## src/rtl/video_ip_pkg.sv

```systemverilog
// Shared definitions for the video frame gate: register map, control/status
// bit positions and the framing state machine encoding.
package video_ip_pkg;

  localparam logic [2:0] ADDR_CTRL      = 3'd0;
  localparam logic [2:0] ADDR_STATUS    = 3'd1;
  localparam logic [2:0] ADDR_FRAME_LEN = 3'd2;
  localparam logic [2:0] ADDR_FRAME_CNT = 3'd3;
  localparam logic [2:0] ADDR_LAST_LEN  = 3'd4;
  localparam logic [2:0] ADDR_ERR_CNT   = 3'd5;

  localparam int CTRL_PAUSE   = 0;
  localparam int CTRL_IRQ_EOF = 1;
  localparam int CTRL_IRQ_ERR = 2;
  localparam int CTRL_DROP    = 3;

  localparam int ST_PAUSED   = 0;
  localparam int ST_EOF      = 1;
  localparam int ST_NOSOP    = 2;
  localparam int ST_EARLYSOP = 3;
  localparam int ST_LEN      = 4;
  localparam int ST_IN_FRAME = 5;

  typedef enum logic [1:0] {
    GAP    = 2'd0,
    FRAME  = 2'd1,
    PAUSED = 2'd2
  } gate_state_e;

endpackage

```

## src/rtl/st_skid_buffer.sv

```systemverilog
// Two-entry registered output stage: the head entry drives the source port,
// the second entry catches the beat in flight when the sink stalls.
module st_skid_buffer #(
  parameter int W = 18
) (
  input  logic         clk,
  input  logic         reset,
  input  logic         i_push,
  input  logic [W-1:0] i_data,
  input  logic         i_ready,
  output logic         o_valid,
  output logic [W-1:0] o_data,
  output logic         o_space_next
);

  logic [1:0]   r_cnt;
  logic [W-1:0] r_head;
  logic [W-1:0] r_skid;
  logic         w_pop;
  logic [1:0]   w_cnt_next;

  assign w_pop        = (r_cnt != 2'd0) && i_ready;
  assign w_cnt_next   = r_cnt + {1'b0, i_push} - {1'b0, w_pop};
  assign o_space_next = (w_cnt_next != 2'd2);
  assign o_valid      = (r_cnt != 2'd0);
  assign o_data       = r_head;

  // The head only changes when it is consumed or empty, so a stalled beat holds.
  always_ff @(posedge clk or negedge reset) begin
    if (!reset) begin
      r_cnt  <= 2'd0;
      r_head <= '0;
      r_skid <= '0;
    end else begin
      r_cnt <= w_cnt_next;
      if (w_pop) begin
        if (r_cnt == 2'd2) begin
          r_head <= r_skid;
          if (i_push) r_skid <= i_data;
        end else if (i_push) begin
          r_head <= i_data;
        end
      end else if (i_push) begin
        if (r_cnt == 2'd0) r_head <= i_data;
        else               r_skid <= i_data;
      end
    end
  end

endmodule

```

## src/rtl/video_frame_gate.sv

```systemverilog
// Frame-aware Avalon-ST gate: framing checks, frame-aligned pause/drop,
// frame statistics and an Avalon-MM register bank with maskable interrupt.
module video_frame_gate
  import video_ip_pkg::*;
#(
  parameter int DATA_W    = 16,
  parameter int PIX_CNT_W = 20,
  parameter int CNT_W     = 16
) (
  input  logic              clk,
  input  logic              reset,
  input  logic              chipselect,
  input  logic [2:0]        address,
  input  logic              write,
  input  logic [31:0]       writedata,
  input  logic              read,
  output logic [31:0]       readdata,
  output logic              irq_sender,
  input  logic              valid_in,
  output logic              ready_out,
  input  logic [DATA_W-1:0] data_in,
  input  logic              startofpacket_in,
  input  logic              endofpacket_in,
  output logic              valid_out,
  input  logic              ready_in,
  output logic [DATA_W-1:0] data_out,
  output logic              startofpacket_out,
  output logic              endofpacket_out
);

  gate_state_e          r_state, w_state_next;
  logic                 r_pause, r_irq_eof, r_irq_err, r_drop;
  logic                 w_pause_next, w_irq_eof_next, w_irq_err_next, w_drop_next;
  logic                 r_eof, r_nosop, r_early, r_lenerr;
  logic                 w_eof_next, w_nosop_next, w_early_next, w_lenerr_next;
  logic [PIX_CNT_W-1:0] r_pix, w_pix_next, r_frame_len, r_last_len;
  logic [CNT_W-1:0]     r_frame_cnt, r_err_cnt, w_frame_cnt_next, w_err_cnt_next;
  logic [CNT_W:0]       w_frame_sum, w_err_sum;
  logic [CNT_W-1:0]     w_frame_base, w_err_base;
  logic [1:0]           w_err_inc;
  logic [5:0]           w_clr;
  logic                 r_ready, r_irq;
  logic [31:0]          r_readdata, w_rd_mux;
  logic                 w_wr, w_rd, w_acc, w_fwd, w_eof, w_nosop_ev, w_early_ev, w_len_ev;
  logic                 w_space_next, w_block, w_valid;
  logic [DATA_W+1:0]    w_out;

  assign w_wr  = chipselect && write;
  assign w_rd  = chipselect && read;
  assign w_acc = valid_in && r_ready;

  // Frame tracking: decides which accepted beats are forwarded and which events fire.
  always_comb begin
    w_state_next = r_state;
    w_fwd        = 1'b0;
    w_eof        = 1'b0;
    w_nosop_ev   = 1'b0;
    w_early_ev   = 1'b0;
    w_pix_next   = r_pix;
    case (r_state)
      GAP: begin
        if (r_pause) begin
          w_state_next = PAUSED;
        end else if (w_acc) begin
          if (startofpacket_in) begin
            w_fwd      = 1'b1;
            w_pix_next = PIX_CNT_W'(1);
            if (endofpacket_in) w_eof = 1'b1;
            else                w_state_next = FRAME;
          end else begin
            w_nosop_ev = 1'b1;
          end
        end
      end
      FRAME: begin
        if (w_acc) begin
          w_fwd = 1'b1;
          if (startofpacket_in) begin
            w_early_ev = 1'b1;
            w_pix_next = PIX_CNT_W'(1);
          end else if (r_pix != '1) begin
            w_pix_next = r_pix + PIX_CNT_W'(1);
          end
          if (endofpacket_in) begin
            w_eof        = 1'b1;
            w_state_next = r_pause ? PAUSED : GAP;
          end
        end
      end
      PAUSED: begin
        if (!r_pause) w_state_next = GAP;
      end
      default: w_state_next = GAP;
    endcase
    w_len_ev = w_eof && (r_frame_len != '0) && (w_pix_next != r_frame_len);
  end

  // Register-bank next values; hardware events win over same-cycle clears.
  always_comb begin
    w_pause_next   = r_pause;
    w_irq_eof_next = r_irq_eof;
    w_irq_err_next = r_irq_err;
    w_drop_next    = r_drop;
    if (w_wr && address == ADDR_CTRL) begin
      w_pause_next   = writedata[CTRL_PAUSE];
      w_irq_eof_next = writedata[CTRL_IRQ_EOF];
      w_irq_err_next = writedata[CTRL_IRQ_ERR];
      w_drop_next    = writedata[CTRL_DROP];
    end
    w_clr         = (w_wr && address == ADDR_STATUS) ? writedata[5:0] : 6'd0;
    w_eof_next    = (r_eof    && !w_clr[ST_EOF])      || w_eof;
    w_nosop_next  = (r_nosop  && !w_clr[ST_NOSOP])    || w_nosop_ev;
    w_early_next  = (r_early  && !w_clr[ST_EARLYSOP]) || w_early_ev;
    w_lenerr_next = (r_lenerr && !w_clr[ST_LEN])      || w_len_ev;
    w_frame_base     = (w_wr && address == ADDR_FRAME_CNT) ? '0 : r_frame_cnt;
    w_frame_sum      = {1'b0, w_frame_base} + (CNT_W+1)'(w_eof);
    w_frame_cnt_next = w_frame_sum[CNT_W] ? '1 : w_frame_sum[CNT_W-1:0];
    w_err_inc        = {1'b0, w_nosop_ev} + {1'b0, w_early_ev} + {1'b0, w_len_ev};
    w_err_base       = (w_wr && address == ADDR_ERR_CNT) ? '0 : r_err_cnt;
    w_err_sum        = {1'b0, w_err_base} + (CNT_W+1)'(w_err_inc);
    w_err_cnt_next   = w_err_sum[CNT_W] ? '1 : w_err_sum[CNT_W-1:0];
    w_block = (w_state_next == PAUSED) || (w_state_next == GAP && w_pause_next);
  end

  always_comb begin
    w_rd_mux = '0;
    case (address)
      ADDR_CTRL:      w_rd_mux[3:0] = {r_drop, r_irq_err, r_irq_eof, r_pause};
      ADDR_STATUS:    w_rd_mux[5:0] = {r_state == FRAME, r_lenerr, r_early, r_nosop,
                                       r_eof, r_state == PAUSED};
      ADDR_FRAME_LEN: w_rd_mux[PIX_CNT_W-1:0] = r_frame_len;
      ADDR_FRAME_CNT: w_rd_mux[CNT_W-1:0]     = r_frame_cnt;
      ADDR_LAST_LEN:  w_rd_mux[PIX_CNT_W-1:0] = r_last_len;
      ADDR_ERR_CNT:   w_rd_mux[CNT_W-1:0]     = r_err_cnt;
      default:        w_rd_mux = '0;
    endcase
  end

  // Ready and IRQ are registered from next-state values so they track without lag.
  always_ff @(posedge clk or negedge reset) begin
    if (!reset) begin
      r_state     <= GAP;
      r_pause     <= 1'b0;
      r_irq_eof   <= 1'b0;
      r_irq_err   <= 1'b0;
      r_drop      <= 1'b0;
      r_eof       <= 1'b0;
      r_nosop     <= 1'b0;
      r_early     <= 1'b0;
      r_lenerr    <= 1'b0;
      r_pix       <= '0;
      r_frame_len <= '0;
      r_last_len  <= '0;
      r_frame_cnt <= '0;
      r_err_cnt   <= '0;
      r_ready     <= 1'b0;
      r_irq       <= 1'b0;
      r_readdata  <= '0;
    end else begin
      r_state     <= w_state_next;
      r_pause     <= w_pause_next;
      r_irq_eof   <= w_irq_eof_next;
      r_irq_err   <= w_irq_err_next;
      r_drop      <= w_drop_next;
      r_eof       <= w_eof_next;
      r_nosop     <= w_nosop_next;
      r_early     <= w_early_next;
      r_lenerr    <= w_lenerr_next;
      r_pix       <= w_pix_next;
      r_frame_cnt <= w_frame_cnt_next;
      r_err_cnt   <= w_err_cnt_next;
      if (w_wr && address == ADDR_FRAME_LEN) r_frame_len <= writedata[PIX_CNT_W-1:0];
      if (w_eof) r_last_len <= w_pix_next;
      r_ready    <= w_block ? w_drop_next : w_space_next;
      r_irq      <= (w_eof_next && w_irq_eof_next) ||
                    ((w_nosop_next || w_early_next || w_lenerr_next) && w_irq_err_next);
      r_readdata <= w_rd ? w_rd_mux : 32'd0;
    end
  end

  st_skid_buffer #(.W(DATA_W + 2)) u_skid (
    .clk          (clk),
    .reset        (reset),
    .i_push       (w_fwd),
    .i_data       ({startofpacket_in, endofpacket_in, data_in}),
    .i_ready      (ready_in),
    .o_valid      (w_valid),
    .o_data       (w_out),
    .o_space_next (w_space_next)
  );

  assign valid_out         = w_valid;
  assign startofpacket_out = w_out[DATA_W+1];
  assign endofpacket_out   = w_out[DATA_W];
  assign data_out          = w_out[DATA_W-1:0];
  assign ready_out         = r_ready;
  assign irq_sender        = r_irq;
  assign readdata          = r_readdata;

endmodule

```

## config.mk

```make
export PLATFORM = sky130hd
export DESIGN_NAME = video_frame_gate
export DESIGN_NICKNAME = d
export VERILOG_FILES = /design/src/rtl/video_ip_pkg.sv /design/src/rtl/st_skid_buffer.sv /design/src/rtl/video_frame_gate.sv
export SDC_FILE = /design/constraint.sdc
export NUM_CORES = 1
export LEC_CHECK = 0
export CAP_MARGIN = 5
export CORE_ASPECT_RATIO = 1.2
export CORE_MARGIN = 1
export CORE_UTILIZATION = 25
export DETAILED_ROUTE_END_ITERATION = 12
export GPL_ROUTABILITY_DRIVEN = 1
export HOLD_SLACK_MARGIN = 0.03
export SLEW_MARGIN = 5
export SYNTH_ARGS = -nofsm -noshare
export SYNTH_HDL_FRONTEND = slang
export SYNTH_HIERARCHICAL = 1
export SYNTH_SLANG_ARGS = --single-unit
```

## constraint.sdc

```tcl
create_clock -name clk -period 5.25 [get_ports clk]
set_input_delay 1.3125 -clock clk [delete_from_list [all_inputs] [get_ports clk]]
set_output_delay 1.3125 -clock clk [all_outputs]
set_load 0.05 [all_outputs]
```

[Word level (Yosys, flattened, before mapping)]
Index checks and enable logic that the tools add are counted.
Cells by class
  add/subtract/negate cells: 7
  eq/ne operators: 14
  muxes and demuxes: 56
  reductions and logical operators: 41
Operators by type and width (count)
  18-bit 2-to-1 mux: 9
  20-bit 2-to-1 mux: 7
  16-bit 2-to-1 mux: 4
  10-bit case mux with 4 select lines: 1
  20-bit case mux with 2 select lines: 1
  4-bit case mux with 6 select lines: 1
  20-bit by 1-bit adder with 20-bit output, second input constant: 1
  20-bit != test: 1
  20-bit != test, second input constant: 1
  20-bit nonzero test: 1
  1-bit 2-to-1 mux: 19
  1-bit logical AND: 18
  16-bit by 1-bit adder with 17-bit output: 1
  16-bit by 2-bit adder with 17-bit output: 1
  2-bit 2-to-1 mux: 8
  2-bit case mux with 5 select lines: 1
  1-bit logical OR: 8
  4-bit case mux with 2 select lines: 1
  2-bit nonzero test: 4
  2-bit == test, second input constant: 3
  3-bit by 2-bit == test with 1-bit output, second input constant: 2
  3-bit == test, second input constant: 2
  2-bit logical NOT: 3
  2-bit case mux with 3 select lines: 1
  12 further kinds: 19
Word-level totals
  register bits: 162
  input bits: 60
  logic and storage cells: 138

[Logic depth before layout (Yosys ltp)]
  depth in word-level cells: 11
  mapped depth: 19
  depth with buffers taken out: 18

[Cells and area by module]
Netlist, hierarchy kept.
Modules (own cells, without submodules)
  video_frame_gate: times used 1, cells an instance 832, area each 7531.0 um2, seq. area each 3103.0 um2
  st_skid_buffer: times used 1, cells an instance 178, area each 2128.3 um2, seq. area each 950.9 um2

[Least setup slack after synthesis]
No wires, ideal clock.
  kind: input to register
  start: in valid_in
  end: reg r_err_cnt[10]
  arrival time: 5.482 ns
  setup slack: -0.315 ns
  stages on the path: 17
  cell sequence: buf_2 and4_1 or4b_2 nor2_1 xnor2_1 o311ai_0 nor4_1 a41oi_1 fa_1 ha_1 inv_1 fa_1 nand4b_1 nor3_1 nand4_1 clkbuf_1 o21ai_0
On the way
  cells in the longest elaborated chain, start to end: 9
  elaborated cells between the ends (all ways): 21
  classes of those cells: 3 x add/sub; 1 x eq/ne; 14 x mux; 3 x reduce/logical
RTL lines
  start: declaration: line video_frame_gate.sv:19  | input logic valid_in,
  1-bit logical AND *: line video_frame_gate.sv:50  | assign w_acc = valid_in && r_ready;
  20-bit 2-to-1 mux / 1-bit 2-to-1 mux (equally long branches): line video_frame_gate.sv:64  | end else if (w_acc) begin
  20-bit 2-to-1 mux / 1-bit 2-to-1 mux (equally long branches): line video_frame_gate.sv:62  | if (r_pause) begin
  20-bit case mux with 2 select lines / 1-bit case mux with 2 select lines (equally long branches): line video_frame_gate.sv:60  | case (r_state)
  20-bit != test / 1-bit logical AND (equally long branches): line video_frame_gate.sv:95  | w_len_ev = w_eof && (r_frame_len != '0) && (w_pix_next != r_frame_len);
  1-bit logical AND: line video_frame_gate.sv:95
  2-bit by 1-bit adder with 2-bit output *: line video_frame_gate.sv:118  | w_err_inc = {1'b0, w_nosop_ev} + {1'b0, w_early_ev} + {1'b0, w_len_ev};
  16-bit by 2-bit adder with 17-bit output *: line video_frame_gate.sv:120  | w_err_sum = {1'b0, w_err_base} + (CNT_W+1)'(w_err_inc);
  16-bit 2-to-1 mux *: line video_frame_gate.sv:121  | w_err_cnt_next = w_err_sum[CNT_W] ? '1 : w_err_sum[CNT_W-1:0];
  via w_err_cnt_next[10]: line video_frame_gate.sv:37  | logic [CNT_W-1:0] r_frame_cnt, r_err_cnt, w_frame_cnt_next, w_err_cnt_next;
  end signal: assignment: line video_frame_gate.sv:171  | r_err_cnt <= w_err_cnt_next;
  end: declaration: line video_frame_gate.sv:37
Mark *: on every way through the listed nets, which the timed path passes. The rest lies on a longest branch.
A chain may end at the register's enable or synchronous reset.

[Final worst setup path]
  start: in valid_in
  end: reg r_err_cnt[5]
On the way
  cells in the longest elaborated chain, start to end: 9
  elaborated cells between the ends (all ways): 21
  classes of those cells: 3 x add/sub; 1 x eq/ne; 14 x mux; 3 x reduce/logical
RTL lines
  1-bit logical AND *: line video_frame_gate.sv:50
  20-bit 2-to-1 mux: line video_frame_gate.sv:64
  20-bit 2-to-1 mux: line video_frame_gate.sv:62
  20-bit case mux with 2 select lines *: line video_frame_gate.sv:60
  via w_pix_next[14]: line video_frame_gate.sv:36  | logic [PIX_CNT_W-1:0] r_pix, w_pix_next, r_frame_len, r_last_len;
  20-bit != test *: line video_frame_gate.sv:95
  1-bit logical AND *: line video_frame_gate.sv:95
  2-bit by 1-bit adder with 2-bit output *: line video_frame_gate.sv:118
  16-bit by 2-bit adder with 17-bit output *: line video_frame_gate.sv:120
  16-bit 2-to-1 mux *: line video_frame_gate.sv:121
  via w_err_cnt_next[5]: line video_frame_gate.sv:37
Marks and branches as above.

==> impl_metrics.csv <==
group,metric,value,unit
outcome,status,"completed",
route,detail_route.wirelength,35.4,mm
sta,worst_pin_slew,948,ps
cts,cts_tree,"done",
worst_setup_path,capture_point_of_the_worst_reg_to_reg_path,"r_err_cnt[5]",
cts,cts-root-buf,"sky130_fd_sc_hd__clkbuf_16",
grt,track_usage,0.181,
synthesis,avgSynthCellArea,9.56,sq um
worst_setup_path,crit-reg2reg-launch,"r_pix[0]",
worst_setup_path,worst_setup_path_startpoint,"valid_in",
run,timing.max_cap.violations,0,
synthesis,synth.ff_latch_count,162,
synthesis,synth_top_cells_by_area,"sky130_fd_sc_hd__dfrtp_1 (42%), sky130_fd_sc_hd__mux2_2 (4.7%), sky130_fd_sc_hd__nand2_1 (3.7%)",
route,drtAntennaViolNets,0,
synthesis,synth_enable_flop_cells,0,
sta,max_clock_freq,192,MHz
die,core,38000,sq um
pwr,report.power.total,0.00500,W
grt,antenna_found_initial,0,
sta,setup_slack,37.2,ps
synthesis,postSynthCellCount,1010,
place,worst_setup_slack_before_clock_tree_synthesis,-1120,ps
die,fp.dieW,181,um
worst_setup_path,critical_path.endpoint_type,"register",
synthesis,netlist.area_leader.share,0.420,
grt,first_global_vias,8988,
worst_hold_path,worstHoldPathType,"register to register",
route,drt_drc_violations_left,0,
die,chipHeight,217,um
sta,final-hold-violation-count,0,
worst_hold_path,hp-start,"r_last_len[19]",
pwr,clock_power_share,0.272,
grt,first_pass_grt_wire_length,53.8,mm
cts,number_of_buffers_between_clock_root_and_the_deepest_sink,2,
pwr,irDropWorstVdd,220,uV
finish,fin_area,13200,sq um
place,placement.io_buffers,88,
synthesis,seq_area_frac_synth,0.420,
worst_setup_path,worst_endpoint_required_time,5620,ps
synthesis,mappedNetlistArea,9660,sq um
cts,cts.hold.buffers_added,0,
route,drt_iter0_drc,697,
cts,cts-htree-levels,4,
synthesis,synth_cell_type_count,92,
sta,finalSetupViolations,0,
pwr,power_frac_seq,0.345,
synthesis,synthArstFlopShare,1.00,
synthesis,synth-warning-count,6,
cts,insertion_delay,460,ps
sta,fin_crit,5210,ps
worst_setup_path,timing.critical_path.to,"r_err_cnt[5]",
sta,fin_crit_sh,0.993,
route,viasPerCell,5.17,
grt,globalRouteOverflowTotal,0,
sta,grt_setup_unrepaired,"true",
die,start_util,0.254,
finish,post-route-util,0.346,
pwr,power_frac_comb,0.383,
worst_setup_path,timing.reg2reg.worst_path_depth,21,
cts,cts-buffers-inserted,17,
sta,fin_worst_hold_slack,485,ps
finish,layout-drive-gt1-share,0.276,
die,row_count,78,
pwr,power.density,380,nW/um^2
worst_setup_path,crit_type,"input pin to register",
synthesis,cell_taking_the_most_area_after_synthesis,"sky130_fd_sc_hd__dfrtp_1",
pwr,power.net_switching,0.00186,W
route,vias,9005,
die,design.portCount,113,
place,gpl.final_weighted_congestion,0.959,
worst_setup_path,crit_arrival,5580,ps
finish,final_net_count,1316,
cts,clkSlewWorstSetupHoldPaths,70,ps
grt,maximum_number_of_pins_on_one_net_before_global_route_repair,96,
cts,cts_sinks,162,
place,place_area,12200,sq um
worst_setup_path,worstSetupStartpointType,"input pin",
pwr,p_int,0.00314,W
place,hpwlAfterDp,26.4,mm
route,detailedRoute.firstPassIterationCount,5,
sta,finalMaxSlewViolations,0,
route,wl_per_instance,20.3,um
finish,diodes,0,
worst_setup_path,regToRegSetupSlack,250,ps
pwr,p_leak,5.53,nW
worst_setup_path,worstPathMaxFanout,7,
pwr,power_switching_share,0.372,
die,die_area,39400,sq um
synthesis,synthFlopType,"sky130_fd_sc_hd__dfrtp_1",
sta,fin_worst_skew,10.3,ps
finish,layout-area-overhead-vs-synth,36.2,%
sta,timing.slew.headroom,0.367,
## state kept, by name, indices dropped and copies added, names as in the netlist, 16 cells and up
register       flops
r_pix             20
readdata          20
u_skid/r_skid     18
r_last_len        20
r_err_cnt         16
r_frame_cnt       16
r_frame_len       20
u_skid/o_data     18
## per-stage QoR
| step | TNS [ps] | instances |
|---|---|---|
| finish | 0 | 1741 |
| global route | -130 | 1741 |
| global placement | -17320 | 1697 |
| CTS | 0 | 1730 |
| detailed placement | -17090 | 1697 |
| floorplan | 0 | 1021 |
## cell type report
type                       count  area (sq um)
fill                        3796         24800
clock buffer                  20           447
timing repair buffer         285          2410
multi-input combinational    758          5370
sequential                   162          4050
clock inverter                12           181
inverter                      24          90.1
tap                          480           601
## worst max-delay path, cell delays in order
cell and delay, ps:
sky130_fd_sc_hd__buf_4 110, sky130_fd_sc_hd__and2_2 270, sky130_fd_sc_hd__nand2_1 270, sky130_fd_sc_hd__nor3_1 320, sky130_fd_sc_hd__xnor2_1 160, sky130_fd_sc_hd__o21ai_1 360, sky130_fd_sc_hd__xor2_1 190, sky130_fd_sc_hd__nor3_1 280
sky130_fd_sc_hd__a41oi_2 180, sky130_fd_sc_hd__fa_1 520, sky130_fd_sc_hd__ha_2 180, sky130_fd_sc_hd__inv_1 50, sky130_fd_sc_hd__fa_2 330, sky130_fd_sc_hd__nand4b_1 200, sky130_fd_sc_hd__buf_6 160, sky130_fd_sc_hd__nor3_4 140
sky130_fd_sc_hd__nand4_1 220, sky130_fd_sc_hd__buf_4 240, sky130_fd_sc_hd__o21ai_0 80
## cells by family (layout without fill, tap and decap cells)
group | count (synthesis) | after routing | synth area share
AO/OA/AOI/OAI | 249 | 249 | 0.177
multiplexers | 58 | 58 | 0.0705
buffers and inverters | 101 | 341 | 0.0505
XOR/XNOR | 38 | 38 | 0.0345
flip-flops | 162 | 162 | 0.420
other | 1 | 12 | 0.000388
AND/OR/NAND/NOR | 393 | 393 | 0.236
adder cells (fa/ha/maj) | 8 | 8 | 0.0119
## power by group through the flow
stage	logic, W	clock network, W	registers (W)
final	0.00191	0.00136	0.00172
after global routing	0.00203	0.00143	0.00175
after CTS	0.00187	0.00138	0.00172
after detailed placement	0.00185	0	0.00173
after global placement	0.00183	0	0.00173
after floorplan	0.000876	0	0.00192
## placed cells by master, fill, tap and decap left out, types with 5 or more instances in the layout
cell	instances
sky130_fd_sc_hd__nor4_1	18
sky130_fd_sc_hd__nor3_1	17
sky130_fd_sc_hd__nand2_1	95
sky130_fd_sc_hd__o22ai_1	6
sky130_fd_sc_hd__buf_4	190
sky130_fd_sc_hd__ha_1	5
sky130_fd_sc_hd__nand3_1	29
sky130_fd_sc_hd__nor2_1	58
sky130_fd_sc_hd__a21oi_1	45
sky130_fd_sc_hd__o211ai_2	10
sky130_fd_sc_hd__inv_1	22
sky130_fd_sc_hd__buf_6	6
sky130_fd_sc_hd__nand4_1	20
sky130_fd_sc_hd__a31oi_1	5
sky130_fd_sc_hd__or4bb_1	18
sky130_fd_sc_hd__mux2i_1	8
sky130_fd_sc_hd__a22oi_1	34
sky130_fd_sc_hd__and4_1	6
sky130_fd_sc_hd__o21ai_0	62
sky130_fd_sc_hd__clkdlybuf4s50_1	85
sky130_fd_sc_hd__xor2_1	15
sky130_fd_sc_hd__o211ai_1	15
sky130_fd_sc_hd__dfrtp_1	162
sky130_fd_sc_hd__nand2b_1	13
sky130_fd_sc_hd__nor2b_1	15
sky130_fd_sc_hd__clkbuf_16	17
sky130_fd_sc_hd__a21o_1	5
sky130_fd_sc_hd__and2_1	9
sky130_fd_sc_hd__a211oi_1	8
sky130_fd_sc_hd__nand4b_1	22
sky130_fd_sc_hd__mux2_2	40
sky130_fd_sc_hd__xnor2_1	22
sky130_fd_sc_hd__and3_1	18
sky130_fd_sc_hd__conb_1	12
sky130_fd_sc_hd__mux2_4	10
## metal layers
layer	global-route usage	routed length [um]	share of wire	vias up
li1	-	-	-	4210
met1	0.217	14500	0.41	4463
met3	0.0271	1720	0.049	67
met5	0	0	0	-
met4	0.0788	1170	0.033	0
met2	0.319	17900	0.51	265
## synthesized netlist by cell type, drive strengths merged (3+ instances only)
master and number:
ha 6, a22oi 34, nand4 23, nand3 31
xor2 15, nand4b 22, o22a 3, xnor2 23
nor3b 6, nor2b 15, clkbuf 32, nor4 24
o211ai 25, nor3 22, o21ai 70, a21boi 3
or4bb 18, and3 18, dfrtp 162, a31oi 5
or4 5, buf 45, or3 5, mux2 50
mux2i 8, inv 24, o22ai 6, a21o 5
and2 10, or2 3, a211oi 9, and4 7
a21oi 48, nand2b 13, o31ai 5, a41oi 4
o2111ai 4, nor2 62, nand2 97
## worst min path at each step
stage                                 to  slack [ps]  depth (start not counted)
after floorplan            r_last_len[6]         440                          2
after global routing      r_last_len[17]         510                          2
after detailed placement   r_last_len[8]         470                          2
after CTS                  r_last_len[8]         480                          2
after global placement     r_last_len[7]         460                          2
final                     r_last_len[19]         480                          2
## timing repair
action / in CTS / in global routing
pin swaps: 5 / 15
gates resized for setup: 24 / 33
buffers inserted: 1 / 10
cloned: 0 / 1
endpoints found under the setup margin: 16 / 16
Note: power is estimated with default switching activity, not from simulation.
